[config.mk]
export PLATFORM = sky130hd
export DESIGN_NAME = mc_ctrl
export DESIGN_NICKNAME = d
export VERILOG_FILES = /design/src/rtl/mc_pkg.sv /design/src/rtl/mc_decode.sv /design/src/rtl/mc_ctrl.sv
export SDC_FILE = /design/constraint.sdc
export NUM_CORES = 1
export LEC_CHECK = 0
export CAP_MARGIN = 20
export CORE_ASPECT_RATIO = 1.1
export CORE_MARGIN = 1
export CORE_UTILIZATION = 51
export CTS_BUF_LIST = sky130_fd_sc_hd__clkbuf_16
export DETAILED_ROUTE_END_ITERATION = 12
export PLACE_DENSITY_LB_ADDON = 0.15
export SLEW_MARGIN = 10
export SYNTH_ARGS = -nofsm -noshare
export SYNTH_HDL_FRONTEND = slang
export SYNTH_SLANG_ARGS = --single-unit
export TNS_END_PERCENT = 5
[constraint.sdc]
create_clock -name clk -period 4.46 [get_ports clk]
set_input_delay 0.892 -clock clk [delete_from_list [all_inputs] [get_ports clk]]
set_output_delay 0.892 -clock clk [all_outputs]
set_load 0.1 [all_outputs]
[src/rtl/mc_pkg.sv]
// Shared types and encodings for the multicycle MIPS main controller.
package mc_pkg;

  typedef enum logic [3:0] {
    S_IF   = 4'd0,
    S_ID   = 4'd1,
    S_MADR = 4'd2,
    S_MRD  = 4'd3,
    S_MWB  = 4'd4,
    S_MWR  = 4'd5,
    S_REX  = 4'd6,
    S_RWB  = 4'd7,
    S_BR   = 4'd8,
    S_JMP  = 4'd9,
    S_IEX  = 4'd10,
    S_IWB  = 4'd11
  } state_e;

  localparam logic [5:0] OP_R    = 6'b000000;
  localparam logic [5:0] OP_LW   = 6'b100011;
  localparam logic [5:0] OP_SW   = 6'b101011;
  localparam logic [5:0] OP_BEQ  = 6'b000100;
  localparam logic [5:0] OP_J    = 6'b000010;
  localparam logic [5:0] OP_ADDI = 6'b001000;
  localparam logic [5:0] OP_ORI  = 6'b001101;

  localparam logic [1:0] ALUOP_ADD   = 2'b00;
  localparam logic [1:0] ALUOP_SUB   = 2'b01;
  localparam logic [1:0] ALUOP_FUNCT = 2'b10;
  localparam logic [1:0] ALUOP_ORI   = 2'b11;

  localparam logic [1:0] PCSRC_ALU    = 2'b00;
  localparam logic [1:0] PCSRC_ALUOUT = 2'b01;
  localparam logic [1:0] PCSRC_JUMP   = 2'b10;

  localparam logic [1:0] SRCB_B     = 2'b00;
  localparam logic [1:0] SRCB_FOUR  = 2'b01;
  localparam logic [1:0] SRCB_IMM   = 2'b10;
  localparam logic [1:0] SRCB_IMMSH = 2'b11;

  typedef struct packed {
    logic r;
    logic lw;
    logic sw;
    logic beq;
    logic j;
    logic imm;
    logic ill;
  } op_class_t;

endpackage

[src/rtl/mc_decode.sv]
// Opcode to one-hot instruction class; purely combinational, no backpressure.
module mc_decode
  import mc_pkg::*;
(
  input  logic [5:0] op,
  output logic [6:0] op_class
);

  op_class_t cls;

  always_comb begin
    cls = '0;
    case (op)
      OP_R:            cls.r   = 1'b1;
      OP_LW:           cls.lw  = 1'b1;
      OP_SW:           cls.sw  = 1'b1;
      OP_BEQ:          cls.beq = 1'b1;
      OP_J:            cls.j   = 1'b1;
      OP_ADDI, OP_ORI: cls.imm = 1'b1;
      default:         cls.ill = 1'b1;
    endcase
    op_class = cls;
  end

endmodule

[src/rtl/mc_ctrl.sv]
// Multicycle main control FSM: Moore datapath controls per state, 2-5 cycles per instruction.
// Stalls in IF/MRD/MWR until mem_ready; counts retired instructions.
module mc_ctrl
  import mc_pkg::*;
(
  input  logic        clk,
  input  logic        rst,
  input  logic [5:0]  op,
  input  logic        zero,
  input  logic        mem_ready,
  output logic        PCWrite,
  output logic        PCWriteCond,
  output logic        IorD,
  output logic        MemRead,
  output logic        MemWrite,
  output logic        IRWrite,
  output logic        MemtoReg,
  output logic        RegWrite,
  output logic        RegDst,
  output logic        ALUSrcA,
  output logic [1:0]  PCSource,
  output logic [1:0]  ALUSrcB,
  output logic [1:0]  ALUOp,
  output logic        ExtZero,
  output logic        bad_op,
  output logic [31:0] instret
);

  state_e      state_q, state_d;
  logic [31:0] instret_q, instret_d;
  op_class_t   cls;
  logic        is_ori;
  logic        retire;
  logic        pc_write, pc_write_cond, ir_write, reg_write, mem_write;
  logic        unused_zero;

  // The branch decision (zero & PCWriteCond) is made in the datapath.
  assign unused_zero = zero;

  mc_decode u_decode (
    .op       (op),
    .op_class (cls)
  );

  assign is_ori = (op == OP_ORI);

  always_ff @(posedge clk or posedge rst) begin
    if (rst) begin
      state_q   <= S_IF;
      instret_q <= '0;
    end else begin
      state_q   <= state_d;
      instret_q <= instret_d;
    end
  end

  always_comb begin
    state_d = state_q;
    retire  = 1'b0;
    case (state_q)
      S_IF:   if (mem_ready) state_d = S_ID;
      S_ID: begin
        if (cls.lw || cls.sw) state_d = S_MADR;
        else if (cls.r)       state_d = S_REX;
        else if (cls.beq)     state_d = S_BR;
        else if (cls.j)       state_d = S_JMP;
        else if (cls.imm)     state_d = S_IEX;
        else                  state_d = S_IF;
      end
      S_MADR: state_d = cls.lw ? S_MRD : S_MWR;
      S_MRD:  if (mem_ready) state_d = S_MWB;
      S_MWR: begin
        if (mem_ready) begin
          state_d = S_IF;
          retire  = 1'b1;
        end
      end
      S_MWB, S_RWB, S_IWB, S_BR, S_JMP: begin
        state_d = S_IF;
        retire  = 1'b1;
      end
      S_REX:  state_d = S_RWB;
      S_IEX:  state_d = S_IWB;
      default: state_d = S_IF;
    endcase
    instret_d = retire ? instret_q + 32'd1 : instret_q;
  end

  always_comb begin
    pc_write      = 1'b0;
    pc_write_cond = 1'b0;
    ir_write      = 1'b0;
    reg_write     = 1'b0;
    mem_write     = 1'b0;
    IorD          = 1'b0;
    MemRead       = 1'b0;
    MemtoReg      = 1'b0;
    RegDst        = 1'b0;
    ALUSrcA       = 1'b0;
    PCSource      = PCSRC_ALU;
    ALUSrcB       = SRCB_B;
    ALUOp         = ALUOP_ADD;
    ExtZero       = 1'b0;
    bad_op        = 1'b0;
    case (state_q)
      S_IF: begin
        MemRead  = 1'b1;
        ALUSrcB  = SRCB_FOUR;
        ir_write = mem_ready;
        pc_write = mem_ready;
      end
      S_ID: begin
        ALUSrcB = SRCB_IMMSH;
        bad_op  = cls.ill;
      end
      S_MADR: begin
        ALUSrcA = 1'b1;
        ALUSrcB = SRCB_IMM;
      end
      S_MRD: begin
        MemRead = 1'b1;
        IorD    = 1'b1;
      end
      S_MWR: begin
        mem_write = 1'b1;
        IorD      = 1'b1;
      end
      S_MWB: begin
        reg_write = 1'b1;
        MemtoReg  = 1'b1;
      end
      S_REX: begin
        ALUSrcA = 1'b1;
        ALUOp   = ALUOP_FUNCT;
      end
      S_RWB: begin
        reg_write = 1'b1;
        RegDst    = 1'b1;
      end
      S_BR: begin
        ALUSrcA       = 1'b1;
        ALUOp         = ALUOP_SUB;
        pc_write_cond = 1'b1;
        PCSource      = PCSRC_ALUOUT;
      end
      S_JMP: begin
        pc_write = 1'b1;
        PCSource = PCSRC_JUMP;
      end
      S_IEX: begin
        ALUSrcA = 1'b1;
        ALUSrcB = SRCB_IMM;
        ALUOp   = is_ori ? ALUOP_ORI : ALUOP_ADD;
        ExtZero = is_ori;
      end
      S_IWB: begin
        reg_write = 1'b1;
        ExtZero   = is_ori;
      end
      default: ;
    endcase
  end

  // State is already IF during reset; only the architectural writes need masking.
  assign PCWrite     = pc_write      & ~rst;
  assign PCWriteCond = pc_write_cond & ~rst;
  assign IRWrite     = ir_write      & ~rst;
  assign RegWrite    = reg_write     & ~rst;
  assign MemWrite    = mem_write     & ~rst;
  assign instret     = instret_q;

endmodule
======== Word level (Yosys, flattened, before mapping) ========
Cells that the tools add are included.
word-level totals
  register bits ........................... 36
  bits of input ports ..................... 10
  output and inout port bits .............. 50
  logic and storage cells ................. 77
operators by class
  add/sub/neg operators ................... 1
  equal/unequal tests ..................... 20
  multiplexer cells ....................... 35
  bitwise operators ....................... 6
  reduce and logical (&&, ||, !) cells .... 13
operators by type and width
  kind                                                                   number
  32-bit by 1-bit adder with 32-bit output, second input constant        1
  4-bit two-way mux                                                      8
  4-bit case mux with 7 select lines                                     1
  1-bit two-way mux                                                      19
  4-bit by 3-bit equality test with 1-bit output, second input constant  4
  4-bit equality test, second input constant                             4
  6-bit by 4-bit equality test with 1-bit output, second input constant  2
  6-bit equality test, second input constant                             2
  2-bit case mux with 3 select lines                                     2
  2-bit OR reduction                                                     5
  4-bit by 2-bit equality test with 1-bit output, second input constant  2
  7-bit OR reduction                                                     1
  6-bit by 2-bit equality test with 1-bit output, second input constant  1
  6-bit by 3-bit equality test with 1-bit output, second input constant  1
  6-bit logical NOT                                                      1
  2-bit inequality test, second input constant                           3
  1-bit AND                                                              5
  5-bit OR reduction                                                     1
  4-bit by 1-bit equality test with 1-bit output, second input constant  1
  4-bit logical NOT                                                      1
  1-bit case mux with 2 select lines                                     2
  2-bit case mux with 2 select lines                                     1
  4-bit OR reduction                                                     1
  3-bit two-way mux                                                      1
  other kinds (5)                                                        5

======== Depth between registers and ports, before layout ========
  depth after elaboration ................. 9
  depth in mapped cells ................... 7
  mapped depth without buffers ............ 5

======== Hierarchy ========
Synthesis repeated with hierarchy kept, for this count alone.
second synthesis, totals
  cell total of the unflattened synthesis .. 235
  area total of the unflattened synthesis .. 2145.8 µm²
modules (own cells, without submodules)
  module     times used  cells an instance  area each (µm²)  seq. area each (µm²)
  mc_ctrl    1           214                1998.2           900.9
  mc_decode  1           21                 147.6            0.0

======== Worst setup path after synthesis ========
Ideal clock, no wire load.
  path type ............................... input-to-output
  start ................................... input rst
  end ..................................... output MemWrite
  arrival ................................. 3.766 ns
  required time ........................... 3.568 ns
  setup slack ............................. -0.198 ns
  stages on the path ...................... 1
  path through ............................ nor4_1
between the ends
  cells in the longest elaborated chain, start to end .. 2
RTL lines
  item             line            text
  start, declared  mc_ctrl.sv:7    input logic rst,
  1-bit inverter   mc_ctrl.sv:169  assign MemWrite = mem_write & ~rst;
  1-bit AND        mc_ctrl.sv:169
  end, declared    mc_ctrl.sv:15   output logic MemWrite,
No other way between the ends.

======== Worst setup path in the final report ========
  start ................................... register state_q[0]
  end ..................................... output MemRead
between the ends
  cells in the longest elaborated chain, start to end .. 3
  elaborated cells between the ends (all ways) .. 4
  classes of those cells .................. eq/ne (1); mux (1); reduce/logical (2)
RTL lines
  item                                                                                 line            text
  start, declared                                                                      mc_ctrl.sv:29   state_e state_q, state_d;
  start signal, assigned                                                               mc_ctrl.sv:52   state_q <= state_d;
  4-bit by 2-bit equality test with 1-bit output or 4-bit logical NOT (tied branches)  mc_ctrl.sv:105  case (state_q)
  2-bit OR reduction (no source line) *                                                --
  1-bit two-way mux *                                                                  mc_ctrl.sv:105
  end, declared                                                                        mc_ctrl.sv:14   output logic MemRead,
Every way passes the cells marked *; elsewhere a longest branch is shown, timed or not.

==> metrics.txt <==
outcome=finished, final reports clean; Boundary Pins=60; Max Clk Rate=290 MHz; Pre-Repair DR Iteration Count=6; measured slew at the worst slew-check pin=0.992 ns; post-DP HPWL=3.17 mm; cell count after synthesis=218; worst r2r src=state_q[0]; Worst VDD drop=0.000273 V; Detailed Route WL=4.41 mm; syn nets=229; # setup viols final=0; ratio of cells with drive above 1 in the final layout=9.39%; RSZ-0062 raised after global routing=false; fin util=76.0%; Synth Area per Inst=9.46 um2; worst path required time=3.57 ns; max-cap violations=0; CTS tree=yes; # resized after CTS=0; Worst Path Class, Setup=register to output pin; final instance area=0.00284 mm2; min-delay worst type=register to register; Yosys warnings=0; first-pass GRT wire length=7.33 mm; Sum Neg Setup Slack=0 ns; post-CTS setup buffers=0; Crit Path Max Fanout=16; GP Congestion=0.780; CORE AREA=0.00374 mm2; Placed Instances=319; diodes inserted=0; Final ANT Viol Nets=0; number of port buffers=58; total track usage=21.9%; hold buffer count at CTS=0; Bufs on Longest Clock Path=2; Worst setup startpoint=state_q[0]; Slew Limit Fails=0; layout net count=287; register bit count reported by yosys=36; DRT iter0 DRCs=135; full die area=0.00430 mm2; die span in x=62.6 um; crit start category=register; Mapped Area=0.00206 mm2; Cell variety after synth=43; WP data arrival=2.56 ns; register area share after synthesis=43.7%; Die Y=68.7 um; CP endpoint kind=output pin; Sink Count=36; Worst Hold Launch=instret[31]; CTS Buf Count=5; Pwr per Cell Area=426 mW/mm2; largest net degree at the start of global routing=38; clk slew on worst S/H paths=0.05 ns; starting density of the core=55.1%; FP Rows=23; total grt overflow=0; final non-filler cell total=327; vias in the first global route=1645; Max H-tree Level=2; Synth-to-Final Area Change=37.8%; Leak Pwr=1.25 nW; WL per Instance=13.5 um; # fillers=277; commonest non-fill, non-tap cells in the layout=clkdlybuf4s50_1, dfrtp_1, nand2_1, xnor2_1, nor2_1; Final Hold Fails=0; clock skew=0.00558 ns; Tcrit/Tclk final=77.3%; commonest non-fill, non-tap cell in the layout=clkdlybuf4s50_1; fin crit period=3.45 ns; worst rel slew slack=33.7%; clock latency on the worst-skew pair=0.27 ns; antenna violations before repair=0; Residual DRC=0; CTS Root Cell=clkbuf_16; placed instance area=0.00268 mm2; vias per cell=5.50; vias=1797
worst max-delay path: stages (launching register included):
cell and delay [ns]:
dfrtp_1 0.60, nand2b_1 0.35, and3_1 0.21, clkdlybuf4s50_1 1.12
state kept, by name (all words and copies together), names as in the netlist:
register and count:
instret 32, state_q 4
synthesized netlist by cell type, drive strengths merged:
library cell	number	area, um2
xnor2	22	193
nor3	5	36.3
o2111ai	1	26.3
and4	5	43.8
nand4b	1	8.76
a31oi	1	6.26
o21ai	6	30.0
clkbuf	3	11.3
dfrtp	36	901
buf	5	32.5
nand3	10	50.1
nor3b	1	7.51
nor2b	3	18.8
nand3b	1	7.51
o32ai	1	8.76
or2	2	12.5
mux2	1	11.3
inv	4	15.0
nor4	3	33.8
a21oi	7	35.0
a21boi	1	7.51
a211oi	1	7.51
nand4	15	100
nor4b	1	8.76
and3	9	56.3
a211o	2	17.5
ha	1	12.5
nand2b	6	37.5
or2b	1	7.51
a21o	1	7.51
mux2i	1	10.0
or3	3	23.8
nor2	20	75.1
or4	1	7.51
xor2	11	96.3
nand2	26	97.6
logic make-up after synthesis:
logic type      synth area share [%]
flops                           43.7
simple gates                    30.7
xor+xnor                        14.0
mux                             1.03
compound gates                  7.10
buf+inv                         2.85
fa+ha+maj                      0.607
where the power goes:
part           switching [mW]  leakage (nW)  internal, mW
Combinational           0.323         0.669         0.111
Clock                   0.121        0.0850         0.260
Sequential             0.0466         0.495         0.348
final timing paths:
check                         endpoint  slack [ns]  depth (start not counted)
min reg2reg                instret[31]        0.49                          1
max in group asynchronous  instret[29]        2.99                          3
min                        instret[31]        0.49                          1
max                            MemRead        1.01                          3
max reg2reg                instret[24]        2.19                          5
min in group asynchronous  instret[31]        1.15                          3
through the flow:
stage,total power [mW],hold slack [ns],worst slack (ns)
floorplan,0.727,0.662,0.174
global placement,0.827,0.461,1.13
detailed placement,0.833,0.484,1.10
CTS,1.22,0.491,1.01
global route,1.26,0.504,0.853
finish,1.21,0.487,1.01
area by class of cell:
type                            instances  area, um2  share of cell area [%]
Sequential cell                        36        901                    31.7
Inverter                                4       15.0                   0.528
Clock inverter                          3       38.8                    1.37
Clock buffer                            5        125                    4.40
Timing Repair Buffer                   59        591                    20.8
Tap cell                               50       62.6                    2.20
Multi-Input combinational cell        170       1110                    39.0
per-layer routing:
layer | GRT usage, % | wire length (um)
met1 | 26.6 | 1940
met2 | 39.3 | 2200
met3 | 5.59 | 240
met4 | 5.52 | 31
met5 | 0 | 0
Note: power is estimated with default switching activity, not from simulation.
